[src/rtl/alu_uart_interface_pkg.sv]
// Shared definitions for the ALU command front end.
// Holds the opcode encodings (MIPS funct) and the opcode-support check.
package alu_uart_interface_pkg;

  localparam int unsigned OP_ADD = 32;
  localparam int unsigned OP_SUB = 34;
  localparam int unsigned OP_AND = 36;
  localparam int unsigned OP_OR  = 37;
  localparam int unsigned OP_XOR = 38;
  localparam int unsigned OP_SRA = 3;
  localparam int unsigned OP_SRL = 2;
  localparam int unsigned OP_NOR = 39;

  function automatic logic op_is_supported(input int unsigned op);
    return op inside {OP_ADD, OP_SUB, OP_AND, OP_OR, OP_XOR, OP_SRA, OP_SRL, OP_NOR};
  endfunction

endpackage

[src/rtl/alu_uart_interface.sv]
// Command stage between the UART and the 8-bit ALU: collects A, B, OP bytes,
// presents them to the ALU, then hands the captured result to the transmitter.
module alu_uart_interface
  import alu_uart_interface_pkg::*;
#(
  parameter int unsigned NB_DATA        = 8,
  parameter int unsigned NB_OP          = 6,
  parameter int unsigned TIMEOUT_CYCLES = 1_000_000
) (
  input  logic               i_clock,
  input  logic               i_reset,
  input  logic [NB_DATA-1:0] i_rx_data,
  input  logic               i_rx_done,
  input  logic               i_tx_done,
  input  logic [NB_DATA-1:0] i_alu_result,
  output logic [NB_DATA-1:0] o_alu_data_a,
  output logic [NB_DATA-1:0] o_alu_data_b,
  output logic [NB_OP-1:0]   o_alu_op,
  output logic [NB_DATA-1:0] o_tx_data,
  output logic               o_tx_start,
  output logic               o_busy,
  output logic               o_op_error,
  output logic               o_timeout
);

  typedef enum logic [2:0] {
    StWaitA,
    StWaitB,
    StWaitOp,
    StExec,
    StSend,
    StWaitTx
  } state_e;

  localparam int unsigned CntW = $clog2(TIMEOUT_CYCLES);
  localparam logic [CntW-1:0] CntMax = CntW'(TIMEOUT_CYCLES - 1);

  state_e             state_q, state_d;
  logic [NB_DATA-1:0] data_a_q, data_a_d;
  logic [NB_DATA-1:0] data_b_q, data_b_d;
  logic [NB_OP-1:0]   op_q, op_d;
  logic [NB_DATA-1:0] tx_data_q, tx_data_d;
  logic [CntW-1:0]    cnt_q, cnt_d;
  logic               op_error_q, op_error_d;
  logic               timeout_q, timeout_d;
  logic               op_valid;

  // Upper OP bits must be clear; lower bits must be one of the supported functs.
  always_comb begin
    op_valid = (i_rx_data[NB_DATA-1:NB_OP] == '0) &&
               op_is_supported(32'(i_rx_data[NB_OP-1:0]));
  end

  always_comb begin
    state_d    = state_q;
    data_a_d   = data_a_q;
    data_b_d   = data_b_q;
    op_d       = op_q;
    tx_data_d  = tx_data_q;
    cnt_d      = '0;
    op_error_d = 1'b0;
    timeout_d  = 1'b0;

    unique case (state_q)
      StWaitA: begin
        if (i_rx_done) begin
          data_a_d = i_rx_data;
          state_d  = StWaitB;
        end
      end
      StWaitB: begin
        if (i_rx_done) begin
          data_b_d = i_rx_data;
          state_d  = StWaitOp;
        end else if (cnt_q == CntMax) begin
          timeout_d = 1'b1;
          state_d   = StWaitA;
        end else begin
          cnt_d = cnt_q + CntW'(1);
        end
      end
      StWaitOp: begin
        if (i_rx_done) begin
          if (op_valid) begin
            op_d    = i_rx_data[NB_OP-1:0];
            state_d = StExec;
          end else begin
            op_error_d = 1'b1;
            state_d    = StWaitA;
          end
        end else if (cnt_q == CntMax) begin
          timeout_d = 1'b1;
          state_d   = StWaitA;
        end else begin
          cnt_d = cnt_q + CntW'(1);
        end
      end
      StExec: begin
        // Operands and opcode have been stable for a full cycle by now.
        tx_data_d = i_alu_result;
        state_d   = StSend;
      end
      StSend: begin
        state_d = StWaitTx;
      end
      StWaitTx: begin
        if (i_tx_done) begin
          state_d = StWaitA;
        end
      end
      default: begin
        state_d = StWaitA;
      end
    endcase
  end

  always_ff @(posedge i_clock or posedge i_reset) begin
    if (i_reset) begin
      state_q    <= StWaitA;
      data_a_q   <= '0;
      data_b_q   <= '0;
      op_q       <= '0;
      tx_data_q  <= '0;
      cnt_q      <= '0;
      op_error_q <= 1'b0;
      timeout_q  <= 1'b0;
    end else begin
      state_q    <= state_d;
      data_a_q   <= data_a_d;
      data_b_q   <= data_b_d;
      op_q       <= op_d;
      tx_data_q  <= tx_data_d;
      cnt_q      <= cnt_d;
      op_error_q <= op_error_d;
      timeout_q  <= timeout_d;
    end
  end

  // Decoded from state so that reset kills a pending start pulse immediately.
  assign o_tx_start   = (state_q == StSend);
  assign o_busy       = (state_q == StExec) || (state_q == StSend) || (state_q == StWaitTx);
  assign o_alu_data_a = data_a_q;
  assign o_alu_data_b = data_b_q;
  assign o_alu_op     = op_q;
  assign o_tx_data    = tx_data_q;
  assign o_op_error   = op_error_q;
  assign o_timeout    = timeout_q;

endmodule

[config.mk]
export PLATFORM = sky130hd
export DESIGN_NAME = alu_uart_interface
export DESIGN_NICKNAME = d
export VERILOG_FILES = /design/src/rtl/alu_uart_interface_pkg.sv /design/src/rtl/alu_uart_interface.sv
export SDC_FILE = /design/constraint.sdc
export NUM_CORES = 1
export LEC_CHECK = 0
export BUFFER_PORTS_ARGS = -buffer_cell sky130_fd_sc_hd__buf_2
export CAP_MARGIN = 20
export CORE_MARGIN = 10
export CORE_UTILIZATION = 53
export CTS_BUF_LIST = sky130_fd_sc_hd__clkbuf_16
export DETAILED_ROUTE_END_ITERATION = 8
export GPL_ROUTABILITY_DRIVEN = 0
export MAX_ROUTING_LAYER = met4
export PLACE_DENSITY_LB_ADDON = 0.25
export SLEW_MARGIN = 20
export SYNTH_ARGS = -nofsm -noshare
export SYNTH_HDL_FRONTEND = slang
export SYNTH_SLANG_ARGS = --single-unit
[constraint.sdc]
create_clock -name i_clock -period 2.6 [get_ports i_clock]
set_input_delay 0.26 -clock i_clock [delete_from_list [all_inputs] [get_ports i_clock]]
set_output_delay 0.26 -clock i_clock [all_outputs]
set_load 0.005 [all_outputs]
==> impl_results.md <==
* Run status: completed
* Placed cell area at 2740 um2
* Crit Path Category: flip-flop to flip-flop
* Average instance area after synthesis at 11.6 um2
* Wire per inst at 15.1 um
* Worst IR drop on VDD at 489 uV
* Storage element area at 1380 um2
* Overall track demand over capacity in global routing at 0.134
* Area of the core region at 4350 um2
* Width of the die at 87.3 um
* Fraction of the yosys area taken by sequential cells at 0.574
* Setup repair after global routing missed its margin: false
* Vias after detailed routing at 1756
* Antenna diode instance count at 0
* Yosys reg bits at 55
* Maximum number of pins on one net before global-route repair at 56
* Share of flip-flops with an asynchronous set or reset at 1.00
* Family with the most delay on the worst path: simple AND/OR/NAND/NOR gates
* Number of detailed-route iterations in the first pass at 4
* Leading cell type in the layout, fill and taps excluded: sky130_fd_sc_hd__dfrtp_1
* Initial Util at 0.551
* Maximum clock skew at final layout at 0.00362 ns
* DP Wirelength at 3.63 mm
* Worst path bufs/invs at 0
* Buffers inserted by post-CTS timing repair at 0
* Total negative slack at 0 ns
* Total overflow reported by the global router at 0
* Most common flop cell mapped by yosys: sky130_fd_sc_hd__dfrtp_1
* Launch point of the worst reg-to-reg path: cnt_q[0]
* Final Routed Wirelength at 4.80 mm
* Area of the multi-input gates at 972 um2
* Number of placement rows at 24
* Gates resized, CTS repair at 0
* First-pass GRT wire length at 8.04 mm
* Fin crit period at 2.12 ns
* Vias per inst at 5.54
* Reg clk slew, reported paths at 0.06 ns
* Ordered cell list for the critical path: ha_1, nand3_2, or4_1, or4_1, a21oi_1
* CTS tree: yes
* Max frequency at 471 MHz
* Launching instance or port of the critical path: cnt_q[0]
* Boundary pin count at 54
* Clk_lat worst skew at 0.29 ns
* Filler cell count in the final layout at 345
* I/O Buffers at 53
* PnR Total Power at 2720 uW
* Post-route cell area at 2880 um2
* Slowest CP cell: sky130_fd_sc_hd__or4_1
* Layout cell share with drive strength beyond 1 at 0.362
* Via count of the first global-routing pass at 1774
* Crit path launch type: flip-flop
* Endpoint of the most critical register-to-register path: cnt_q[18]
* CTS buffer count at 5
* Req. time, crit path at 2.82 ns
* Cts-stage hold buffer count at 0
* Synthesis-to-finish area growth at 19.9%
* Static Leak at 0.00131 uW
* Die footprint at 7620 um2
* Transition time of the tightest slew-check pin at 0.689 ns
* Hold crit path type: input port to async pin
* Power density over the cells at 944 nW/um2
* Number of enable-type register cells in the synthesized netlist at 0
* Number of distinct library cells after synthesis at 33
* DRC violation count after routing at 0
* Max-slew violation count at 0
* Warning count from the yosys run at 0
* Crit path arrival time at 2.34 ns
* Clk sinks at 55
* Final Setup Violations at 0
* Commonest cells after routing, fill and taps aside: 55 x sky130_fd_sc_hd__dfrtp_1, 53 x sky130_fd_sc_hd__buf_2, 28 x sky130_fd_sc_hd__mux2_2, 19 x sky130_fd_sc_hd__nor2_1, 12 x sky130_fd_sc_hd__nand2_1
* Crit path max fanout at 7
* Period utilisation layout at 0.816
* Antenna Violating Nets Remaining at 0
* Number of nets in the final layout at 285
* Count of cells along the worst register-to-register path at 5
* Most repeated library cell on the critical path: sky130_fd_sc_hd__or4_1
* Final-layout worst hold slack at 0.00414 ns
* Relative max-transition margin at 0.538
* Max-capacitance violation count at 0
* Synth Cell Area at 2400 um2
* Worst Setup End Kind: flip-flop
* Gate count after technology mapping at 207
* Final core area utilization at 0.661
* Y dimension of the die at 87.3 um
* Total number of H-tree levels at 2
* Mapped Nets at 228
* Number of design-rule violations left by the first detailed-router iteration at 69
* Hold violation count in the final report at 0
* Library cell used as clock root buffer: sky130_fd_sc_hd__clkbuf_16
* Largest incremental delay on the critical path at 0.66 ns
* Initial antenna violation count at 0
* Internal reg-to-reg setup slack at 0.48 ns
* Maximum clock insertion buffer count at 2
how the worst max path moves through the flow:
stage,end,slack [ns],depth (start not counted)
global route,cnt_q[18],0.35,5
finish,cnt_q[18],0.48,5
floorplan,cnt_q[18],0.61,6
global placement,cnt_q[18],0.57,5
detailed placement,cnt_q[18],0.49,5
CTS,cnt_q[18],0.47,5
metrics by stage:
step	setup WS (ns)	cells
after floorplan	0.615	207
after global placement	0.574	309
after detailed placement	0.493	309
after CTS	0.471	317
after global routing	0.347	317
final	0.478	317
cells by family (layout without fill, tap and decap cells):
logic type | after synthesis | after routing | synth area share
DFF | 55 | 55 | 0.574
muxes | 28 | 28 | 0.131
buffers and inverters | 13 | 71 | 0.0209
AOI/OAI and AO/OA | 23 | 23 | 0.0569
and+or+nand+nor | 75 | 75 | 0.168
xor gates and xnor gates | 12 | 12 | 0.0438
adders and majority gates | 1 | 1 | 0.00522
cells in the mapped netlist (all sizes together), types with 2 or more instances:
master / count / area, um2
nand3: 9 / 55.1
nand4: 4 / 25.0
and3: 2 / 12.5
or4: 5 / 37.5
nor2: 19 / 71.3
nand2: 12 / 45.0
mux2: 28 / 315
dfrtp: 55 / 1380
nor4: 4 / 25.0
and2: 2 / 12.5
o31ai: 3 / 22.5
a21oi: 8 / 40.0
xnor2: 9 / 78.8
xor2: 3 / 26.3
nor3: 6 / 35.0
or3: 4 / 25.0
o21ai: 7 / 35.0
nand2b: 4 / 25.0
clkbuf: 4 / 15.0
inv: 8 / 30.0
state kept, by name (all words and copies together) (netlist names):
name          count
cnt_q            20
o_alu_data_a      8
o_alu_data_b      8
o_tx_data         8
o_alu_op          6
state_q           3
o_op_error        1
o_timeout         1
layer usage:
metal	vias to the layer above	routed length (um)	global-route usage
met1	872	2050	0.152
met3	5	326	0.0487
met4	0	64	0.0406
met2	34	2360	0.216
li1	845	-	-
met5	-	0	-
worst register-to-register path, delay by kind of cell (launching register included):
kind,cells,cell delay (ns)
AO/OA/AOI/OAI,1,0.15
adder cells (fa/ha/maj),1,0.23
AND/OR/NAND/NOR,3,1.29
flip-flops,1,0.38
cell type report:
type,instances,area share
inverter,8,0.0104
multi-input combinational,139,0.338
clock buffer,5,0.0435
clock inverter,3,0.00522
timing repair buffer,55,0.102
tap,52,0.0226
sequential,55,0.478
report_power, final:
group | internal [uW] | switching [uW]
Clock | 351 | 277
Combinational | 450 | 389
Sequential | 1100 | 150
Total | 1900 | 816
(Power assumes the default switching activity.)
